--- config.mk ---
export PLATFORM = sky130hd
export DESIGN_NAME = obstacle_gen_flat
export DESIGN_NICKNAME = d
export VERILOG_FILES = /design/src/rtl/obstacle_gen_if.sv /design/src/rtl/obstacle_gen.sv /design/src/flat_wrapper.sv
export SDC_FILE = /design/constraint.sdc
export NUM_CORES = 1
export LEC_CHECK = 0
export BUFFER_PORTS_ARGS = -buffer_cell sky130_fd_sc_hd__buf_4
export CORE_MARGIN = 3
export CORE_UTILIZATION = 45
export CTS_CLUSTER_SIZE = 25
export DETAILED_ROUTE_END_ITERATION = 10
export PLACE_DENSITY = 0.74
export SYNTH_ARGS = -nofsm -noshare
export SYNTH_HDL_FRONTEND = slang
export SYNTH_SLANG_ARGS = --single-unit
--- constraint.sdc ---
create_clock -name clk -period 4.26 [get_ports clk]
set_clock_uncertainty 0.15 [all_clocks]
set_input_delay 0.852 -clock clk [delete_from_list [all_inputs] [get_ports clk]]
set_output_delay 0.852 -clock clk [all_outputs]
set_load 0.005 [all_outputs]
--- src/rtl/obstacle_gen_if.sv ---
// Obstacle generator bus: game-mode control into the block and the packed
// obstacle slot rectangles out of it.
//   gamemode   : 2-bit game state driven by the game controller
//   obstacle_x : 10 slots x {left[9:0], right[9:0]}
//   obstacle_y : 10 slots x {top[8:0], bottom[8:0]}
// master = game controller / renderer side, slave = obstacle_gen.
interface obstacle_gen_if;
    logic [1:0]   gamemode;
    logic [199:0] obstacle_x;
    logic [179:0] obstacle_y;

    modport master (
        output gamemode,
        input  obstacle_x,
        input  obstacle_y
    );

    modport slave (
        input  gamemode,
        output obstacle_x,
        output obstacle_y
    );
endinterface

--- src/rtl/obstacle_gen.sv ---
// Obstacle generator for a side-scrolling game. Up to ten rectangular
// obstacles enter at the right screen edge, scroll left by SPEED pixels every
// TICK_DIV clocks and disappear at the left edge. A new obstacle spawns at most
// once every SPAWN_GAP+1 steps; its height and ceiling/floor placement come
// from a 16-bit LFSR.
//   clk   : system clock (rising edge)
//   rst_n : asynchronous active-low reset
//   bus   : obstacle_gen_if slave (gamemode in, obstacle_x/obstacle_y out)
module obstacle_gen #(
    parameter int SCREEN_W  = 640,
    parameter int SCREEN_H  = 480,
    parameter int OBS_W     = 32,
    parameter int TICK_DIV  = 1000000,
    parameter int SPEED     = 4,
    parameter int SPAWN_GAP = 40
) (
    input  logic         clk,
    input  logic         rst_n,
    obstacle_gen_if.slave bus
);

    localparam int TICK_W = (TICK_DIV > 1) ? $clog2(TICK_DIV) : 1;
    localparam int GAP_W  = (SPAWN_GAP > 0) ? $clog2(SPAWN_GAP + 1) : 1;
    localparam logic [TICK_W-1:0] TICK_LAST = TICK_W'(TICK_DIV - 1);
    localparam logic [GAP_W-1:0]  GAP_MAX   = GAP_W'(SPAWN_GAP);
    localparam logic [9:0]  SPEED_X   = 10'(SPEED);
    localparam logic [9:0]  SPAWN_L   = 10'(SCREEN_W - OBS_W);
    localparam logic [9:0]  SPAWN_R   = 10'(SCREEN_W - 1);
    localparam logic [8:0]  SCR_H     = 9'(SCREEN_H);
    localparam logic [8:0]  SCR_H_M1  = 9'(SCREEN_H - 1);
    localparam logic [15:0] LFSR_SEED = 16'hACE1;

    // Fibonacci LFSR, taps 16,14,13,11; a nonzero state never maps to zero.
    function automatic logic [15:0] lfsr_next(input logic [15:0] s);
        lfsr_next = {s[14:0], s[15] ^ s[13] ^ s[12] ^ s[10]};
    endfunction

    // Move one surviving slot left; left edge saturates at column 0.
    function automatic logic [19:0] move_x(input logic [19:0] x);
        logic [9:0] left_v;
        left_v = (x[19:10] > SPEED_X) ? (x[19:10] - SPEED_X) : 10'd0;
        move_x = {left_v, x[9:0] - SPEED_X};
    endfunction

    logic [199:0]      x_r, x_n;
    logic [179:0]      y_r, y_n;
    logic [TICK_W-1:0] tick_r, tick_n;
    logic [GAP_W-1:0]  gap_r, gap_n;
    logic [15:0]       lfsr_r, lfsr_n;
    logic              step_s;
    logic              spawn_en_s;
    logic              spawn_done_s;
    logic [8:0]        h_s;
    logic [17:0]       spawn_y_s;

    assign step_s = (bus.gamemode == 2'b01) && (tick_r == TICK_LAST);
    assign h_s    = 9'd40 + {3'b000, lfsr_r[5:0]};
    // lfsr[6] picks a floor obstacle (1) or a ceiling obstacle (0).
    assign spawn_y_s = lfsr_r[6] ? {SCR_H - h_s, SCR_H_M1} : {9'd0, h_s - 9'd1};

    // Next-state logic: mode handling, tick/gap counters, slot movement, spawn.
    always_comb begin
        x_n          = x_r;
        y_n          = y_r;
        tick_n       = tick_r;
        gap_n        = gap_r;
        lfsr_n       = lfsr_r;
        spawn_en_s   = 1'b0;
        spawn_done_s = 1'b0;
        case (bus.gamemode)
            2'b00: begin
                x_n    = 200'd0;
                y_n    = 180'd0;
                tick_n = '0;
                gap_n  = '0;
                lfsr_n = LFSR_SEED;
            end
            2'b01: begin
                lfsr_n = lfsr_next(lfsr_r);
                if (step_s) begin
                    tick_n = '0;
                    // Move or retire every slot that was active before this step.
                    for (int i = 0; i < 10; i++) begin
                        if (x_r[20*i +: 10] == 10'd0) begin
                            x_n[20*i +: 20] = x_r[20*i +: 20];
                        end else if (x_r[20*i +: 10] <= SPEED_X) begin
                            x_n[20*i +: 20] = 20'd0;
                            y_n[18*i +: 18] = 18'd0;
                        end else begin
                            x_n[20*i +: 20] = move_x(x_r[20*i +: 20]);
                        end
                    end
                    if (gap_r == GAP_MAX) begin
                        spawn_en_s = 1'b1;
                    end else begin
                        gap_n = gap_r + GAP_W'(1);
                    end
                    // Free slots are judged on pre-step state, so a slot retiring
                    // this step cannot be reused until the next step.
                    for (int i = 0; i < 10; i++) begin
                        if (spawn_en_s && !spawn_done_s && (x_r[20*i +: 10] == 10'd0)) begin
                            x_n[20*i +: 20] = {SPAWN_L, SPAWN_R};
                            y_n[18*i +: 18] = spawn_y_s;
                            spawn_done_s    = 1'b1;
                        end else begin
                            spawn_done_s    = spawn_done_s;
                        end
                    end
                    // With no free slot the gap counter stays saturated.
                    if (spawn_done_s) begin
                        gap_n = '0;
                    end else begin
                        gap_n = gap_n;
                    end
                end else begin
                    tick_n = tick_r + TICK_W'(1);
                end
            end
            default: begin
                x_n = x_r;
            end
        endcase
    end

    // State registers; outputs come straight from x_r/y_r.
    always_ff @(posedge clk or negedge rst_n) begin
        if (!rst_n) begin
            x_r    <= 200'd0;
            y_r    <= 180'd0;
            tick_r <= '0;
            gap_r  <= '0;
            lfsr_r <= LFSR_SEED;
        end else begin
            x_r    <= x_n;
            y_r    <= y_n;
            tick_r <= tick_n;
            gap_r  <= gap_n;
            lfsr_r <= lfsr_n;
        end
    end

    assign bus.obstacle_x = x_r;
    assign bus.obstacle_y = y_r;

endmodule

--- src/flat_wrapper.sv ---
// flat-port wrapper written by rule: the top's interface ports become plain ports
module obstacle_gen_flat 
#(
    parameter int SCREEN_W  = 640,
    parameter int SCREEN_H  = 480,
    parameter int OBS_W     = 32,
    parameter int TICK_DIV  = 1000000,
    parameter int SPEED     = 4,
    parameter int SPAWN_GAP = 40
)
  (clk, rst_n, bus_gamemode, bus_obstacle_x, bus_obstacle_y);
  obstacle_gen_if bus_i ();
  input  logic clk;
  input  logic rst_n;
  input wire logic [$bits(bus_i.gamemode)-1:0] bus_gamemode;
  output wire logic [$bits(bus_i.obstacle_x)-1:0] bus_obstacle_x;
  output wire logic [$bits(bus_i.obstacle_y)-1:0] bus_obstacle_y;
  assign bus_i.gamemode = bus_gamemode;
  assign bus_obstacle_x = bus_i.obstacle_x;
  assign bus_obstacle_y = bus_i.obstacle_y;
  obstacle_gen #(.SCREEN_W(SCREEN_W), .SCREEN_H(SCREEN_H), .OBS_W(OBS_W), .TICK_DIV(TICK_DIV), .SPEED(SPEED), .SPAWN_GAP(SPAWN_GAP)) u_core (.clk(clk), .rst_n(rst_n), .bus(bus_i));
endmodule
==> impl_results.rst <==
.. list-table::
   :header-rows: 1

   * - Metric
     - Value
   * - Run status
     - complete, no violations
   * - Slew headroom
     - 0.2412
   * - Fin area
     - 0.02431 mm^2
   * - Worst R2R End
     - u_core.bus.obstacle_y[167]
   * - Crit. path cell count
     - 9
   * - Worst Path Class, Setup
     - reg -> reg
   * - Router iterations before antenna repair
     - 5
   * - Wire length of the first global-routing pass
     - 100,500 um
   * - Starting density of the core
     - 0.4601
   * - Overall die area
     - 0.04590 mm^2
   * - Number of distinct standard cells referenced by the synthesized netlist
     - 91
   * - Commonest non-fill, non-tap cell in the layout
     - sky130_fd_sc_hd__buf_4
   * - M1 WL
     - 26,560 um
   * - Antenna violations before repair
     - 1
   * - Minimum setup slack after placement
     - 0.4561 ns
   * - Kind of end point of the critical path
     - flop
   * - Kind of cell adding the most delay to the critical path
     - simple AND/OR/NAND/NOR gates
   * - PwrDens
     - 491.3 mW/mm^2
   * - Launching element type of the critical path
     - flop
   * - Clock root cell
     - sky130_fd_sc_hd__clkbuf_16
   * - Launch point of the worst path
     - u_core.gap_r[0]
   * - Worst Tran Pin Value
     - 1.133 ns
   * - Share of flip-flops with an asynchronous set or reset
     - 1.000
   * - Overall die width
     - 214.2 um
   * - Number of warning messages in the yosys log
     - 0
   * - Ordered list of cells on the worst path
     - inv_1, ha_1, nand2_1, nor3_2, nand4_1, or3_1, nor3_1, nand2_1, o2bb2ai_1
   * - Signed area change from the synthesized netlist to the final layout
     - 24.56%
   * - Setup repair after global routing missed its margin
     - false
   * - Final-stage net count
     - 2,539
   * - Pin count of the biggest net entering global routing
     - 112
   * - RR Startpoint
     - u_core.gap_r[0]
   * - Remaining antenna violation count after routing
     - 0
   * - Average wire per cell in the routed design
     - 20.63 um
   * - Depth of the worst register-to-register path
     - 9
   * - Min Clock Period, post-route
     - 3.807 ns
   * - Timing endpoint of the critical path
     - u_core.bus.obstacle_y[167]
   * - Remaining global-route overflow
     - 0
   * - Number of flops mapped to enable cells by yosys
     - 0
   * - Final Hold Fails
     - 0
   * - Via count of the routed design
     - 18,255
   * - Uppermost metal layer occupied by signal nets
     - met4
   * - PortBufs
     - 363
   * - Worst EP arrival
     - 4.14 ns
   * - Most instantiated flip-flop cell in the synthesis netlist
     - sky130_fd_sc_hd__dfrtp_1
   * - Sequential share of the synthesized area
     - 0.5032
   * - Fraction of layout instances using a drive strength above 1
     - 0.2110
   * - Count of cells resized by post-cts repair
     - 0
   * - Met3 wire length
     - 5556 um
   * - Slack of the critical path
     - 0.4532 ns
   * - Count of H-tree levels built during CTS
     - 2
   * - Number of instances in the synthesized netlist
     - 2,138
   * - Fmax achieved
     - 0.2627 GHz
   * - Path type of the worst min-delay path
     - in -> async
   * - Most Frequent Cell on Critical Path
     - sky130_fd_sc_hd__nand2_1
   * - Cell leakage power
     - 11.58 nW
   * - Average size of a mapped cell
     - 9.127 um^2
   * - Area of placed instances
     - 0.02271 mm^2
   * - # clock sinks
     - 392
   * - Clock tree from TritonCTS
     - done
   * - Number of storage elements in the synthesis netlist
     - 392
   * - Maximum buffer depth of the clock tree
     - 3
   * - Util after Layout
     - 0.5730
   * - Worst vdd ir
     - 0.0002913 V
   * - Crit-path slowest cell
     - sky130_fd_sc_hd__or3_1
   * - Per-cell via count in the routed design
     - 5.900
   * - FF-to-FF setup slack
     - 0.45 ns
   * - Clock Latency Late Sink
     - 0.59 ns
   * - Max_cap viols
     - 0
   * - Number of buffers and inverters on the critical path
     - 1
   * - Setup fix buffers added after clock tree synthesis
     - 0
   * - Post-route fraction of the period consumed by the critical path
     - 0.8936
   * - Max FO, Critical Path
     - 18
   * - Vert. Die Dim
     - 214.2 um
   * - Core Footprint
     - 0.04242 mm^2
   * - Layout fillers
     - 3,744
   * - Clk pin slew, worst setup/hold paths
     - 0.06 ns
   * - Detail Placement HPWL
     - 45,370 um
   * - Cell area after technology mapping
     - 0.01951 mm^2
   * - Post-route setup TNS
     - 0 ns
   * - Required time at the worst-slack endpoint
     - 4.59 ns
   * - Global routing usage summed across all routing layers
     - 0.2699
   * - IO Pins
     - 384
   * - Final RePlAce weighted congestion
     - 0.9479
   * - Clock buffer count from CTS
     - 44
   * - Max-slew violation total from the final report
     - 0
   * - Endpoints failing setup
     - 0
   * - Vias in the first global route
     - 17,366
   * - Drt first-iter violations
     - 1,546
   * - Hold_buf cts
     - 0
   * - Count of standard-cell rows
     - 75
   * - Post-detailed-routing wire length
     - 63,840 um
   * - Met2 Routed Length
     - 29,290 um
   * - DRC violation count after routing
     - 0
   * - Leading cell types in the layout, fill and taps excluded
     - sky130_fd_sc_hd__buf_4 (395), sky130_fd_sc_hd__o21ai_0 (390), sky130_fd_sc_hd__dfrtp_1 (384)
   * - Longest individual stage delay on the worst path
     - 0.61 ns
==> per-layer routing <==
| layer | global-route usage | vias to the layer above |
|---|---|---|
| met5 | 0 | - |
| met4 | 0.1078 | 0 |
| met3 | 0.06915 | 140 |
| met2 | 0.4227 | 803 |
| met1 | 0.3608 | 9012 |
| li1 | - | 8300 |
==> cells by family (layout without fill, tap and decap cells) <==
logic type	count (synthesis)	in the layout	share of synthesized area
multiplexers	3	3	0.001539
adder cells (fa/ha/maj)	55	55	0.03527
buffers and inverters	190	549	0.04655
flip-flops	392	392	0.5032
other	1	21	0.0001922
AO/OA/AOI/OAI	659	659	0.2055
XOR/XNOR	11	11	0.004938
AND/OR/NAND/NOR	827	827	0.2028
==> layout make-up <==
| type | instances | area, um^2 | share of cell area |
|---|---|---|---|
| diodes | 1 | 2.502 | 0.0001030 |
| clock buffers | 64 | 1266 | 0.05209 |
| clock inverters | 18 | 322.8 | 0.01328 |
| inverters | 69 | 259.0 | 0.01066 |
| multi-input cells | 1575 | 8894 | 0.3659 |
| flip-flops and latches | 392 | 9819 | 0.4040 |
| well taps | 577 | 721.9 | 0.02970 |
| repair buffers | 398 | 3020 | 0.1243 |
==> how the worst min path moves through the flow <==
stage | from | endpoint | slack [ns] | cells past startpoint
3_3_place_gp | u_core.tick_r[19] | u_core.tick_r[19] | 0.31 | 1
3_5_place_dp | u_core.tick_r[19] | u_core.tick_r[19] | 0.32 | 1
6_report | rst_n | u_core.bus.obstacle_y[51] | 0.20 | 1
4_1_cts | rst_n | u_core.bus.obstacle_y[26] | 0.21 | 1
2_1_floorplan | u_core.tick_r[19] | u_core.tick_r[19] | 0.29 | 1
5_1_grt | rst_n | u_core.bus.obstacle_y[51] | 0.25 | 1
==> power breakdown <==
part | internal, mW | switching [mW] | total [mW]
Clock | 2.52 | 1.63 | 4.15
Sequential | 3.99 | 0.378 | 4.37
Combinational | 1.22 | 2.21 | 3.43
==> synthesized netlist by cell type (9+ instances only) <==
master | instances | area (um^2)
sky130_fd_sc_hd__o21ai_1 | 9 | 45.04
sky130_fd_sc_hd__o211ai_1 | 27 | 202.7
sky130_fd_sc_hd__nand3_1 | 52 | 260.3
sky130_fd_sc_hd__nand2b_1 | 20 | 125.1
sky130_fd_sc_hd__a21o_1 | 9 | 67.56
sky130_fd_sc_hd__nor3b_1 | 10 | 75.07
sky130_fd_sc_hd__nor3_1 | 72 | 360.4
sky130_fd_sc_hd__nor2_1 | 137 | 514.2
sky130_fd_sc_hd__nor2b_1 | 14 | 87.58
sky130_fd_sc_hd__ha_1 | 55 | 688.2
sky130_fd_sc_hd__a31oi_1 | 21 | 131.4
sky130_fd_sc_hd__dfrtp_1 | 384 | 9609
sky130_fd_sc_hd__buf_2 | 25 | 125.1
sky130_fd_sc_hd__and2_1 | 12 | 75.07
sky130_fd_sc_hd__nand2_1 | 365 | 1370
sky130_fd_sc_hd__or3_1 | 20 | 125.1
sky130_fd_sc_hd__o2bb2ai_1 | 22 | 192.7
sky130_fd_sc_hd__o31ai_1 | 23 | 172.7
sky130_fd_sc_hd__a21oi_1 | 55 | 275.3
sky130_fd_sc_hd__clkbuf_1 | 51 | 191.4
sky130_fd_sc_hd__o311ai_1 | 9 | 78.83
sky130_fd_sc_hd__and3_1 | 13 | 81.33
sky130_fd_sc_hd__o21ai_0 | 391 | 1957
sky130_fd_sc_hd__nor4_1 | 29 | 181.4
sky130_fd_sc_hd__inv_1 | 69 | 259.0
sky130_fd_sc_hd__buf_4 | 31 | 232.7
sky130_fd_sc_hd__nand4_1 | 19 | 118.9
sky130_fd_sc_hd__o41ai_1 | 10 | 87.58
==> flip-flops by register name, indices dropped and copies added (netlist names) <==
| register | flops |
|---|---|
| u_core.bus.obstacle_x | 170 |
| u_core.gap_r | 6 |
| u_core.bus.obstacle_y | 180 |
| u_core.tick_r | 20 |
| u_core.lfsr_r | 16 |
==> stage by stage <==
stage | total power [mW] | instances | hold slack, ns
final | 11.94 | 3094 | 0.1987
after global routing | 12.59 | 3094 | 0.2509
after CTS | 11.96 | 3093 | 0.2144
after detailed placement | 7.786 | 3011 | 0.3171
after global placement | 7.685 | 3011 | 0.3115
after floorplan | 6.503 | 2157 | 0.2873
==> worst reg2reg max path, delay by kind of cell, from the launching register on <==
kind	cells	cell delay, ns
AO/OA/AOI/OAI	1	0.40
adder cells (fa/ha/maj)	1	0.14
buffers and inverters	1	0.08
flip-flops	1	0.43
AND/OR/NAND/NOR	6	2.53
No activity file was read; power rests on OpenSTA's default activity.
